===== src/rtl/spi_pkg.sv =====
// Shared SPI definitions: mode encodings, synchronizer depth and slave FSM states.
package spi_pkg;

    localparam logic [1:0] MODE0 = 2'b00;
    localparam logic [1:0] MODE1 = 2'b01;
    localparam logic [1:0] MODE2 = 2'b10;
    localparam logic [1:0] MODE3 = 2'b11;

    localparam int SPI_SYNC_STAGES = 2;

    typedef enum logic {
        IDLE   = 1'b0,
        ACTIVE = 1'b1
    } spi_slv_state_t;

endpackage


===== src/rtl/spi_slave_if.sv =====
// Bundle of SPI pins plus the local user-side word interface of the SPI slave.
interface spi_slave_if #(
    parameter int DATA_WITH = 8
);
    logic [DATA_WITH-1:0] din;
    logic [DATA_WITH-1:0] dout;
    logic                 cpol;
    logic                 cpha;
    logic                 rx_done_tick;
    logic                 busy;
    logic                 sclk;
    logic                 ss_n;
    logic                 mosi;
    logic                 miso;

    modport slave (
        input  din, cpol, cpha, sclk, ss_n, mosi,
        output dout, rx_done_tick, busy, miso
    );

    modport master (
        output din, cpol, cpha, sclk, ss_n, mosi,
        input  dout, rx_done_tick, busy, miso
    );
endinterface


===== src/rtl/spi_sync.sv =====
// Multi-flop synchronizer for one asynchronous input, with selectable reset level.
module spi_sync
    import spi_pkg::*;
#(
    parameter logic RST_VAL = 1'b0
) (
    input  logic i_clk,
    input  logic i_rstn,
    input  logic i_d,
    output logic o_q
);

    logic [SPI_SYNC_STAGES-1:0] r_ff;

    always_ff @(posedge i_clk) begin
        if (!i_rstn) begin
            r_ff <= {SPI_SYNC_STAGES{RST_VAL}};
        end else begin
            r_ff <= {r_ff[SPI_SYNC_STAGES-2:0], i_d};
        end
    end

    assign o_q = r_ff[SPI_SYNC_STAGES-1];

endmodule


===== src/rtl/spi_slave.sv =====
// Oversampled SPI slave: MSB-first frames in all four modes, back-to-back capable.
// Define SPI_SLAVE_MISO_TRISTATE_EN to release miso (1'bz) whenever not selected.
module spi_slave
    import spi_pkg::*;
#(
    parameter int DATA_WITH = 8
) (
    input  logic        clk,
    input  logic        resetn,
    spi_slave_if.slave  bus
);

    localparam int             CW       = $clog2(DATA_WITH);
    localparam logic [CW-1:0]  LAST_BIT = CW'(DATA_WITH - 1);

    logic w_ss_s, w_sclk_s, w_mosi_s;

    spi_sync #(.RST_VAL(1'b1)) u_sync_ss   (.i_clk(clk), .i_rstn(resetn), .i_d(bus.ss_n), .o_q(w_ss_s));
    spi_sync #(.RST_VAL(1'b0)) u_sync_sclk (.i_clk(clk), .i_rstn(resetn), .i_d(bus.sclk), .o_q(w_sclk_s));
    spi_sync #(.RST_VAL(1'b0)) u_sync_mosi (.i_clk(clk), .i_rstn(resetn), .i_d(bus.mosi), .o_q(w_mosi_s));

    spi_slv_state_t       r_state, w_state_nxt;
    logic                 r_ss_d, r_sclk_d, r_cpol_q, r_cpha_q, r_tick;
    logic [DATA_WITH:0]   r_tx_sr;
    logic [DATA_WITH-2:0] r_rx_sr;
    logic [DATA_WITH-1:0] r_dout;
    logic [DATA_WITH-1:0] w_rx_next;
    logic [CW-1:0]        r_bit_cnt;
    logic w_start, w_lead, w_trail, w_sample, w_shift, w_last, w_busy, w_miso_en;

    // Extra MSB lets cpha=1 present the word's MSB only after the first leading-edge shift.
    function automatic logic [DATA_WITH:0] f_tx_load(input logic [DATA_WITH-1:0] d, input logic ph);
        return ph ? {1'b0, d} : {d, 1'b0};
    endfunction

    assign w_start   = (r_state == IDLE) && r_ss_d && !w_ss_s;
    assign w_lead    = (w_sclk_s != r_sclk_d) && (r_sclk_d == r_cpol_q);
    assign w_trail   = (w_sclk_s != r_sclk_d) && (w_sclk_s == r_cpol_q);
    assign w_sample  = (r_state == ACTIVE) && !w_ss_s && (r_cpha_q ? w_trail : w_lead);
    // cpha=0: the trailing edge right after a completed word must not shift the freshly reloaded MSB away.
    assign w_shift   = (r_state == ACTIVE) && !w_ss_s &&
                       (r_cpha_q ? w_lead : (w_trail && (r_bit_cnt != '0)));
    assign w_last    = w_sample && (r_bit_cnt == LAST_BIT);
    assign w_rx_next = {r_rx_sr, w_mosi_s};

    always_ff @(posedge clk) begin
        if (!resetn) begin
            r_state <= IDLE;
        end else begin
            r_state <= w_state_nxt;
        end
    end

    always_comb begin
        w_state_nxt = r_state;
        case (r_state)
            IDLE:    if (w_start) w_state_nxt = ACTIVE;
            ACTIVE:  if (w_ss_s)  w_state_nxt = IDLE;
            default: w_state_nxt = IDLE;
        endcase
    end

    always_comb begin
        w_busy    = 1'b0;
        w_miso_en = 1'b0;
        if (r_state == ACTIVE) begin
            w_busy    = 1'b1;
            w_miso_en = 1'b1;
        end
    end

    always_ff @(posedge clk) begin
        if (!resetn) begin
            r_ss_d    <= 1'b1;
            r_sclk_d  <= 1'b0;
            r_cpol_q  <= 1'b0;
            r_cpha_q  <= 1'b0;
            r_tx_sr   <= '0;
            r_rx_sr   <= '0;
            r_dout    <= '0;
            r_bit_cnt <= '0;
            r_tick    <= 1'b0;
        end else begin
            r_ss_d   <= w_ss_s;
            r_sclk_d <= w_sclk_s;
            r_tick   <= 1'b0;
            if (w_start) begin
                r_cpol_q  <= bus.cpol;
                r_cpha_q  <= bus.cpha;
                r_tx_sr   <= f_tx_load(bus.din, bus.cpha);
                r_rx_sr   <= '0;
                r_bit_cnt <= '0;
            end else begin
                if (w_shift) begin
                    r_tx_sr <= {r_tx_sr[DATA_WITH-1:0], 1'b0};
                end
                if (w_sample) begin
                    r_rx_sr <= w_rx_next[DATA_WITH-2:0];
                    if (w_last) begin
                        r_dout    <= w_rx_next;
                        r_tick    <= 1'b1;
                        r_bit_cnt <= '0;
                        r_tx_sr   <= f_tx_load(bus.din, r_cpha_q);
                    end else begin
                        r_bit_cnt <= r_bit_cnt + CW'(1);
                    end
                end
            end
        end
    end

    assign bus.dout         = r_dout;
    assign bus.rx_done_tick = r_tick;
    assign bus.busy         = w_busy;
`ifdef SPI_SLAVE_MISO_TRISTATE_EN
    assign bus.miso = w_miso_en ? r_tx_sr[DATA_WITH] : 1'bz;
`else
    assign bus.miso = w_miso_en ? r_tx_sr[DATA_WITH] : 1'b0;
`endif

endmodule

===== src/flat_wrapper.sv =====
// flat-port wrapper written by rule: the top's interface ports become plain ports
module spi_slave_flat import spi_pkg::*;
#(
    parameter int DATA_WITH = 8
)
  (clk, resetn, bus_din, bus_cpol, bus_cpha, bus_sclk, bus_ss_n, bus_mosi, bus_dout, bus_rx_done_tick, bus_busy, bus_miso);
  spi_slave_if #(.DATA_WITH(DATA_WITH)) bus_i ();
  input  logic clk;
  input  logic resetn;
  input wire logic [$bits(bus_i.din)-1:0] bus_din;
  input wire logic [$bits(bus_i.cpol)-1:0] bus_cpol;
  input wire logic [$bits(bus_i.cpha)-1:0] bus_cpha;
  input wire logic [$bits(bus_i.sclk)-1:0] bus_sclk;
  input wire logic [$bits(bus_i.ss_n)-1:0] bus_ss_n;
  input wire logic [$bits(bus_i.mosi)-1:0] bus_mosi;
  output wire logic [$bits(bus_i.dout)-1:0] bus_dout;
  output wire logic [$bits(bus_i.rx_done_tick)-1:0] bus_rx_done_tick;
  output wire logic [$bits(bus_i.busy)-1:0] bus_busy;
  output wire logic [$bits(bus_i.miso)-1:0] bus_miso;
  assign bus_i.din = bus_din;
  assign bus_i.cpol = bus_cpol;
  assign bus_i.cpha = bus_cpha;
  assign bus_i.sclk = bus_sclk;
  assign bus_i.ss_n = bus_ss_n;
  assign bus_i.mosi = bus_mosi;
  assign bus_dout = bus_i.dout;
  assign bus_rx_done_tick = bus_i.rx_done_tick;
  assign bus_busy = bus_i.busy;
  assign bus_miso = bus_i.miso;
  spi_slave #(.DATA_WITH(DATA_WITH)) u_core (.clk(clk), .resetn(resetn), .bus(bus_i));
endmodule

===== config.mk =====
export PLATFORM = sky130hd
export DESIGN_NAME = spi_slave_flat
export DESIGN_NICKNAME = d
export VERILOG_FILES = /design/src/rtl/spi_pkg.sv /design/src/rtl/spi_slave_if.sv /design/src/rtl/spi_sync.sv /design/src/rtl/spi_slave.sv /design/src/flat_wrapper.sv
export SDC_FILE = /design/constraint.sdc
export NUM_CORES = 1
export LEC_CHECK = 0
export BUFFER_PORTS_ARGS = -buffer_cell sky130_fd_sc_hd__buf_2
export CELL_PAD_IN_SITES_DETAIL_PLACEMENT = 0
export CELL_PAD_IN_SITES_GLOBAL_PLACEMENT = 2
export CORE_MARGIN = 10
export CORE_UTILIZATION = 35
export DETAILED_ROUTE_END_ITERATION = 6
export PLACE_DENSITY = 0.9
export RECOVER_POWER = 25
export REMOVE_ABC_BUFFERS = 1
export SLEW_MARGIN = 20
export SYNTH_ARGS = -nofsm -noshare
export SYNTH_HDL_FRONTEND = slang
export SYNTH_HIERARCHICAL = 1
export SYNTH_SLANG_ARGS = --single-unit
export TNS_END_PERCENT = 20

===== constraint.sdc =====
create_clock -name clk -period 3.6 [get_ports clk]
set_input_delay 0.36 -clock clk [delete_from_list [all_inputs] [get_ports clk]]
set_output_delay 0.36 -clock clk [all_outputs]
set_load 0.02 [all_outputs]

==> results of run 1 <==
## power by group through the flow
| stage | registers [mW] | logic [mW] | clock network (mW) |
|---|---|---|---|
| floorplan | 0.455 | 0.0303 | 0 |
| global placement | 0.456 | 0.0514 | 0 |
| detailed placement | 0.456 | 0.0518 | 0 |
| CTS | 0.446 | 0.0519 | 0.367 |
| global route | 0.447 | 0.0568 | 0.381 |
| finish | 0.447 | 0.0506 | 0.350 |
## cell families (layout without fill, tap and decap cells)
logic type | after synthesis | in the layout | synth area share (%)
xor+xnor | 1 | 1 | 0.470
buf+inv | 16 | 37 | 4.29
mux | 25 | 25 | 13.4
simple gates | 76 | 76 | 22.1
compound gates | 40 | 40 | 15.8
fa+ha+maj | 3 | 3 | 2.01
flops | 39 | 39 | 41.9
## through the flow
step	instances	total power, mW	hold WS (ns)
3_5_place_dp	284	0.508	0.393
5_1_grt	291	0.885	0.231
3_3_place_gp	284	0.508	0.389
6_report	291	0.847	0.244
2_1_floorplan	188	0.485	0.386
4_1_cts	291	0.865	0.231
## final timing paths
| check | from | to | slack (ns) | depth (start not counted) |
|---|---|---|---|---|
| hold / removal | bus_ss_n | u_core/u_sync_ss/r_ff[0]$_SDFF_PN1_ | 0.24 | 2 |
| setup / recovery | u_core/r_cpha_q$_SDFFE_PN0P_ | u_core/r_tx_sr[0]$_SDFF_PN0_ | 1.08 | 6 |
| hold reg to reg | u_core/u_sync_ss/r_ff[0]$_SDFF_PN1_ | u_core/u_sync_ss/r_ff[1]$_SDFF_PN1_ | 0.41 | 1 |
| setup reg to reg | u_core/r_cpha_q$_SDFFE_PN0P_ | u_core/r_tx_sr[0]$_SDFF_PN0_ | 1.08 | 6 |
## sequential cells by signal (all words and copies together) (netlist names)
register / flops
u_core/r_tx_sr: 9
u_core/bus.dout: 8
u_core/r_rx_sr: 7
u_core/r_bit_cnt: 3
u_core/u_sync_mosi/r_ff: 2
u_core/u_sync_sclk/r_ff: 2
u_core/u_sync_ss/r_ff: 2
u_core/bus.rx_done_tick: 1
u_core/r_cpha_q: 1
u_core/r_cpol_q: 1
u_core/r_sclk_d: 1
u_core/r_ss_d: 1
u_core/r_state: 1
## cells in the final DEF (no fill, tap or decap), types with 2 or more instances in the layout
cell and instances:
a21boi_1 8, and2_0 3, buf_2 21, nand3b_1 2
ha_1 3, nand2_1 18, nor2b_1 4, o2bb2ai_1 7
nor3b_1 3, mux2i_1 25, dfxtp_1 39, and2_1 3
nor2_1 12, nand3_1 15, clkbuf_8 5, nand2b_1 6
clkbuf_1 4, a21oi_1 10, o21ai_1 9, inv_1 4
## cell type report
cell class,count,area share (%)
Inverter,4,0.708
Tap cell,70,4.13
Sequential cell,39,36.8
Clock inverter,2,1.77
Clock buffer,5,3.24
Timing Repair Buffer,26,6.02
Multi-Input combinational cell,145,47.3
## worst reg2reg max path, delay by kind of cell (launching register included)
kind / cells / cell delay [ns]
compound gates: 2 / 0.38
xor+xnor: 1 / 0.21
buf+inv: 1 / 0.24
flops: 1 / 0.81
mux: 1 / 0.20
simple gates: 1 / 0.58
## routing by layer
metal / vias up / global-route usage [%] / wire [µm]
li1: 743 / - / -
met1: 673 / 10.6 / 1870
met2: 25 / 15.9 / 1800
met3: 5 / 3.84 / 181
met4: 0 / 3.86 / 68
met5: - / 0 / 0
==> impl_metrics.json, run 1 <==
{
  "fin_nets": 239,
  "grt-ovfl-total": 0,
  "nFillCells": 556,
  "crit_path_max_fanout": 18,
  "cts_hold_buf": 0,
  "synthDistinctLibCells": 38,
  "ant_nets": 0,
  "synth_edf_count": 0,
  "wl_per_cell_um": 13.5,
  "start_util_pct": 36.3,
  "yosysMostFrequentCell": "dfxtp_1",
  "setup_viol": 0,
  "path_cells": "xnor2_1, mux2i_1, buf_4, or2_1, o21ai_1, a31o_1",
  "synth.area.top_cells": "dfxtp_1 42%, mux2i_1 13%, nand3_1 4.0%, nand2_1 3.6%, o2bb2ai_1 3.3%",
  "num_vias": 1446,
  "slew_viol_final": 0,
  "clkSlewWorstSetupHoldPaths_ns": 0.07,
  "critPathTopFamily": "flip-flops",
  "drive_above_1_share_pct": 15.8,
  "core_um2": 5140,
  "dpl_cell_area_um2": 2020,
  "cap_violations": 0,
  "worst_pin_slew_ns": 0.825,
  "slowest_stage": "dfxtp_1",
  "drc": 0,
  "io_pins": 26,
  "synth-main-ff-cell": "dfxtp_1",
  "comb_power_share_pct": 6.0,
  "die_h_um": 93.0,
  "switching_share_pct": 21.4,
  "syn-cell-area_um2": 1860,
  "worst-path-buf-inv": 1,
  "drt-pass1-iter-count": 4,
  "hpwl_um": 2650,
  "yosysWarnings": 6,
  "synthTopCellsByCount": "39 x dfxtp_1, 25 x mux2i_1, 18 x nand2_1",
  "p_per_area_nw_per_um2": 400,
  "tns_ns": 0,
  "port_buffers": 25,
  "routed_wl_um": 3930,
  "grt_pass1_wl_um": 6670,
  "path_class": "register to register",
  "rsz0062_at_grt": "false",
  "viasPerCell": 4.97,
  "async_flop_share_pct": 0,
  "finClkSkew_ns": 0.00341,
  "cts_setup_buffers": 0,
  "register_area_um2": 781,
  "switchingPower_uw": 182,
  "seq_area_frac_synth_pct": 41.9,
  "outcome": "finished clean",
  "areaGrowthSynthToFinish_pct": 13.8,
  "dp_worst_setup_slack_ns": 1.09,
  "cts_buffers": 5,
  "cp.arrival_ns": 2.71,
  "track_usage_pct": 9.55,
  "synth_top_cell_by_area": "dfxtp_1",
  "dieArea_um2": 8650,
  "synth_top_area_share_pct": 41.9,
  "p_leak_nw": 0.904,
  "antenna_found_initial": 0,
  "multi_input_area_um2": 1000,
  "syn_area_per_cell_um2": 9.32,
  "ys_ff_latch": 39,
  "cts_sinks": 39,
  "rows": 26,
  "gp_congestion": 0.742,
  "relSlewSlack_pct": 45.0,
  "ir_worst_vdd_v": 0.000198,
  "grt_max_degree": 21,
  "cts_tree": "done",
  "setup_slack_ns": 1.08,
  "p_seq_share_pct": 52.7,
  "fin_area_um2": 2120,
  "slowest_delay_ns": 0.81,
  "fin_util_pct": 41.3,
  "cts_resized": 0,
  "hold_path.class": "input port to register",
  "finalHoldViolations": 0,
  "endpoint_kind": "register",
  "worst_setup_path_start_kind": "register",
  "clockBufferDepth": 2,
  "initialDrtViolationCount": 50,
  "antenna_cells": 0,
  "period_share_pct": 69.9,
  "clockRootBuffer": "clkbuf_8",
  "first_global_vias": 1440,
  "syn_inst": 200,
  "clk_latency_ns": 0.29,
  "internal_power_uw": 666,
  "pwr-share-clk_pct": 41.3,
  "cp.required_ns": 3.79,
  "timing.fmax_mhz": 397,
  "h-tree-depth": 2,
  "fin_crit_ns": 2.52,
  "fp.dieW_um": 93.0
}
No activity file was read; power rests on OpenSTA's default activity.
==> inputs of run 2 (changes only) <==
--- a/config.mk
+++ b/config.mk
@@ -9,9 +9,9 @@
 export CELL_PAD_IN_SITES_DETAIL_PLACEMENT = 0
 export CELL_PAD_IN_SITES_GLOBAL_PLACEMENT = 2
 export CORE_MARGIN = 10
-export CORE_UTILIZATION = 35
+export CORE_UTILIZATION = 31
 export DETAILED_ROUTE_END_ITERATION = 6
-export PLACE_DENSITY = 0.9
+export PLACE_DENSITY = 0.85
 export RECOVER_POWER = 25
 export REMOVE_ABC_BUFFERS = 1
 export SLEW_MARGIN = 20
==> constraint.sdc (replaced) <==
create_clock -name clk -period 2.3 [get_ports clk]
set_input_delay 0.23 -clock clk [delete_from_list [all_inputs] [get_ports clk]]
set_output_delay 0.23 -clock clk [all_outputs]
set_load 0.02 [all_outputs]
==> impl_metrics.json, run 2 (synthesis gave the netlist of run 1 again) <==
{
  "outcome": "finished clean",
  "relSlewSlack_pct": 62.8,
  "clk_latency_ns": 0.29,
  "io_pins": 26,
  "dpl_cell_area_um2": 2080,
  "nFillCells": 633,
  "p_per_area_nw_per_um2": 635,
  "drive_above_1_share_pct": 18.3,
  "endpoint_kind": "register",
  "drt-pass1-iter-count": 4,
  "ant_nets": 0,
  "hold_path.class": "input port to register",
  "r2r_end": "u_core/r_tx_sr[1]$_SDFF_PN0_",
  "drc": 0,
  "ir_worst_vdd_v": 0.000347,
  "initialDrtViolationCount": 51,
  "viasPerCell": 4.85,
  "die_h_um": 97.6,
  "fin_area_um2": 2190,
  "worst-path-buf-inv": 0,
  "r2r-start": "u_core/r_sclk_d$_SDFF_PN0_",
  "dp_worst_setup_slack_ns": 0.442,
  "slowest_stage": "a2111o_1",
  "path_cells": "or3b_4, a2111o_1, nand3_1, nand3_1, o2bb2ai_1",
  "dieArea_um2": 9520,
  "fin_crit_ns": 1.88,
  "first_global_vias": 1456,
  "path_class": "register to register",
  "areaGrowthSynthToFinish_pct": 17.5,
  "layout_common_cells": "39 x dfxtp_1, 25 x mux2i_1, 21 x buf_2, 18 x nand2_1, 15 x nand3_1",
  "cp.arrival_ns": 2.05,
  "slowest_delay_ns": 0.56,
  "cts_resized": 0,
  "largest_register_ffs": 9,
  "h-tree-depth": 2,
  "grt_max_degree": 14,
  "track_usage_pct": 8.45,
  "min_path_cells": 2,
  "timing.fmax_mhz": 533,
  "grt-ovfl-total": 0,
  "grt_pass1_wl_um": 6810,
  "tns_ns": 0,
  "clkSlewWorstSetupHoldPaths_ns": 0.08,
  "cp.required_ns": 2.48,
  "slew_viol_final": 0,
  "finClkSkew_ns": 0.00803,
  "clockBufferDepth": 2,
  "min_to": "u_core/u_sync_ss/r_ff[0]$_SDFF_PN1_",
  "wl_per_cell_um": 13.2,
  "start_util_pct": 31.7,
  "hpwl_um": 2920,
  "setup_viol": 0,
  "fp.dieW_um": 97.6,
  "min_from": "bus_ss_n",
  "antenna_found_initial": 0,
  "worst_pin_slew_ns": 0.558,
  "finalHoldViolations": 0,
  "num_vias": 1473,
  "rows": 28,
  "cts_buffers": 5,
  "port_buffers": 25,
  "rr_worst_depth": 5,
  "reg2reg_slack_ns": 0.42,
  "routed_wl_um": 4020,
  "clockRootBuffer": "clkbuf_8",
  "cts_tree": "done",
  "cts_setup_buffers": 0,
  "cap_violations": 0,
  "holdWs_ns": 0.123,
  "critPathTopFamily": "compound AO/OA/AOI/OAI gates",
  "crit_path_frequent_cell": "nand3_1",
  "fin_util_pct": 37.2,
  "crit_path_max_fanout": 9,
  "cts_hold_buf": 0,
  "fin_nets": 246,
  "worst_setup_path_start_kind": "register",
  "antenna_cells": 0,
  "gp_congestion": 0.744,
  "mostFrequentLayoutCell": "dfxtp_1",
  "core_um2": 5890,
  "cts_sinks": 39,
  "setup_slack_ns": 0.424,
  "rsz0062_at_grt": "false",
  "regMostFlops": "u_core/r_tx_sr",
  "period_share_pct": 81.5,
  "p_leak_nw": 0.947
}
run 2: worst max-delay path by stage:
| stage | start | to | cells past startpoint |
|---|---|---|---|
| global placement | u_core/r_sclk_d$_SDFF_PN0_ | u_core/r_tx_sr[7]$_SDFF_PN0_ | 5 |
| finish | u_core/r_sclk_d$_SDFF_PN0_ | u_core/r_tx_sr[1]$_SDFF_PN0_ | 5 |
| global route | u_core/r_cpol_q$_SDFFE_PN0P_ | u_core/bus.dout[2]$_SDFFE_PN0P_ | 6 |
| floorplan | u_core/r_cpha_q$_SDFFE_PN0P_ | u_core/r_tx_sr[0]$_SDFF_PN0_ | 5 |
| detailed placement | u_core/r_sclk_d$_SDFF_PN0_ | u_core/r_tx_sr[1]$_SDFF_PN0_ | 5 |
| CTS | u_core/r_sclk_d$_SDFF_PN0_ | u_core/r_tx_sr[8]$_SDFF_PN0_ | 5 |
run 2: where the power goes:
part	switching (mW)	leakage (nW)	internal, mW	total (mW)
logic	0.0463	0.569	0.0426	0.0890
registers	0.00861	0.316	0.687	0.696
clock network	0.250	0.0618	0.357	0.607
run 2: area by class of cell:
| type | instances | area, µm² | area share, % |
|---|---|---|---|
| multi-input cells | 145 | 1000 | 45.8 |
| flip-flops and latches | 39 | 781 | 35.6 |
| repair buffers | 33 | 176 | 8.05 |
| well taps | 75 | 93.8 | 4.28 |
| clock buffers | 6 | 82.6 | 3.77 |
| clock inverters | 2 | 38.8 | 1.77 |
| inverters | 4 | 15.0 | 0.685 |
run 2: metal layers:
| layer | track usage, % | vias to the layer above | wire length (µm) | share of wire [%] |
|---|---|---|---|---|
| li1 | - | 763 | - | - |
| met1 | 10.1 | 686 | 1930 | 48 |
| met2 | 13.5 | 19 | 1860 | 46 |
| met3 | 2.84 | 5 | 183 | 4.6 |
| met4 | 3.36 | 0 | 46 | 1.1 |
| met5 | 0 | - | 0 | 0 |
run 2: per-stage QoR:
| stage | std cells | total power, mW |
|---|---|---|
| 3_5_place_dp | 296 | 0.803 |
| 4_1_cts | 304 | 1.42 |
| 2_1_floorplan | 188 | 0.759 |
| 5_1_grt | 304 | 1.45 |
| 3_3_place_gp | 296 | 0.801 |
| 6_report | 304 | 1.39 |
==> inputs of run 3 (changes only) <==
--- a/config.mk
+++ b/config.mk
@@ -9,9 +9,9 @@
 export CELL_PAD_IN_SITES_DETAIL_PLACEMENT = 0
 export CELL_PAD_IN_SITES_GLOBAL_PLACEMENT = 2
 export CORE_MARGIN = 10
-export CORE_UTILIZATION = 31
+export CORE_UTILIZATION = 35
 export DETAILED_ROUTE_END_ITERATION = 6
-export PLACE_DENSITY = 0.85
+export PLACE_DENSITY = 0.9
 export RECOVER_POWER = 25
 export REMOVE_ABC_BUFFERS = 1
 export SLEW_MARGIN = 20
==> constraint.sdc (replaced) <==
create_clock -name clk -period 1.91 [get_ports clk]
set_input_delay 0.191 -clock clk [delete_from_list [all_inputs] [get_ports clk]]
set_output_delay 0.191 -clock clk [all_outputs]
set_load 0.02 [all_outputs]
==> impl_metrics.json, run 3 (synthesis gave the netlist of run 1 again) <==
{
  "path_class": "register to register",
  "cts_sinks": 39,
  "endpoint_kind": "register",
  "track_usage_pct": 10.2,
  "viasPerCell": 4.98,
  "grtUsageMet1_pct": 11.8,
  "core_um2": 5140,
  "outcome": "finished clean",
  "grt_pass1_wl_um": 7170,
  "layout.cells.non_filler": 303,
  "finalHoldViolations": 0,
  "drc": 0,
  "worst_setup_path_start_kind": "register",
  "hold_path.class": "input port to register",
  "fin_util_pct": 43.2,
  "clk_latency_ns": 0.29,
  "dp_worst_setup_slack_ns": 0.0533,
  "cts_resized": 0,
  "ant_nets": 0,
  "clockBufferDepth": 2,
  "fin_crit_ns": 1.78,
  "clockRootBuffer": "clkbuf_8",
  "h-tree-depth": 2,
  "fin_area_um2": 2220,
  "areaGrowthSynthToFinish_pct": 19.1,
  "fp.dieW_um": 93.0,
  "grt_max_degree": 19,
  "mostFrequentLayoutCell": "dfxtp_1",
  "finClkSkew_ns": 0.00813,
  "r2r_end": "u_core/r_tx_sr[0]$_SDFF_PN0_",
  "cp.arrival_ns": 1.96,
  "cp.required_ns": 2.10,
  "use_met2_pct": 16.8,
  "dp_cells": 295,
  "port_buffers": 25,
  "timing.fmax_mhz": 562,
  "rsz0062_at_grt": "false",
  "top_usage_layer": "met2",
  "cts_setup_buffers": 0,
  "start_util_pct": 36.3,
  "drive_above_1_share_pct": 19.3,
  "wl_per_cell_um": 13.8,
  "min_from": "bus_ss_n",
  "startpoint": "u_core/r_sclk_d$_SDFF_PN0_",
  "min_path_cells": 2,
  "grt-ovfl-total": 0,
  "period_share_pct": 93.1,
  "rr_worst_depth": 5,
  "slew_viol_final": 0,
  "rows": 26,
  "min_to": "u_core/u_sync_ss/r_ff[0]$_SDFF_PN1_",
  "antenna_found_initial": 0,
  "setup_viol": 0,
  "cts_tree": "done",
  "dpl_cell_area_um2": 2110,
  "crit_path_max_fanout": 6,
  "regMostFlops": "u_core/r_tx_sr",
  "layout_common_cells": "39 x dfxtp_1, 25 x mux2i_1, 21 x buf_2, 18 x nand2_1, 15 x nand3_1",
  "initialDrtViolationCount": 55,
  "worst_pin_slew_ns": 0.683,
  "p_leak_nw": 0.960,
  "die_h_um": 93.0,
  "nFillCells": 543,
  "first_global_vias": 1519,
  "hpwl_um": 2930,
  "holdWs_ns": 0.0925,
  "clkSlewWorstSetupHoldPaths_ns": 0.08,
  "dieArea_um2": 8650,
  "reg2reg_slack_ns": 0.13,
  "routed_wl_um": 4180,
  "cts_hold_buf": 0,
  "drt-pass1-iter-count": 4,
  "r2r-start": "u_core/r_sclk_d$_SDFF_PN0_",
  "p_per_area_nw_per_um2": 726,
  "grt_use_met3_pct": 3.44,
  "antenna_cells": 0,
  "gp_congestion": 0.748,
  "ir_worst_vdd_v": 0.000424,
  "num_vias": 1510,
  "fin_nets": 251,
  "largest_register_ffs": 9,
  "io_pins": 26,
  "tns_ns": 0,
  "cap_violations": 0,
  "setup_slack_ns": 0.132,
  "cts_buffers": 5,
  "relSlewSlack_pct": 54.5,
  "p_total_mw": 1.61
}
## run 3: cell types whose count changed in the layout (fill, tap and decap cells not counted), sizes merged
cell      previous run  this run
inv                  5         4
a2111o               1         2
buf                 28        31
clkinvlp             0         1
## run 3: layout make-up
cell class                      count  area, µm²  share of cell area [%]
Inverter                            4       15.0                   0.676
Multi-Input combinational cell    146       1020                    45.7
Tap cell                           70       87.6                    3.94
Sequential cell                    39        781                    35.2
Clock inverter                      2       37.5                    1.69
Clock buffer                        5       68.8                    3.10
Timing Repair Buffer               37        215                    9.69
## run 3: how the worst max path moves through the flow
stage,end,slack (ns),depth (start not counted)
floorplan,u_core/r_tx_sr[0]$_SDFF_PN0_,-0.80,5
global placement,u_core/r_tx_sr[8]$_SDFF_PN0_,0.11,5
detailed placement,u_core/r_tx_sr[7]$_SDFF_PN0_,0.05,5
CTS,u_core/r_tx_sr[3]$_SDFF_PN0_,0.04,5
global route,u_core/r_tx_sr[0]$_SDFF_PN0_,0.03,6
finish,u_core/r_tx_sr[0]$_SDFF_PN0_,0.13,5
## run 3: worst max-delay path, stage by stage (launching register included)
cell,delay (ns)
dfxtp_1,0.40
or3b_4,0.44
a2111o_2,0.50
nand2_1,0.09
nor4b_1,0.05
a31o_1,0.19
## run 3: report_power, final
group	total (mW)	switching (mW)	internal (mW)	leakage (nW)
combinational	0.107	0.0573	0.0501	0.594
sequential	0.837	0.00995	0.827	0.316
clock	0.669	0.287	0.382	0.0502
total	1.61	0.354	1.26	0.960
## run 3: per-layer routing
metal	part of all wire [%]	vias to the layer above
met1	46	702
met3	4.8	10
li1	-	773
met4	1.6	0
met2	47	25
met5	0	-
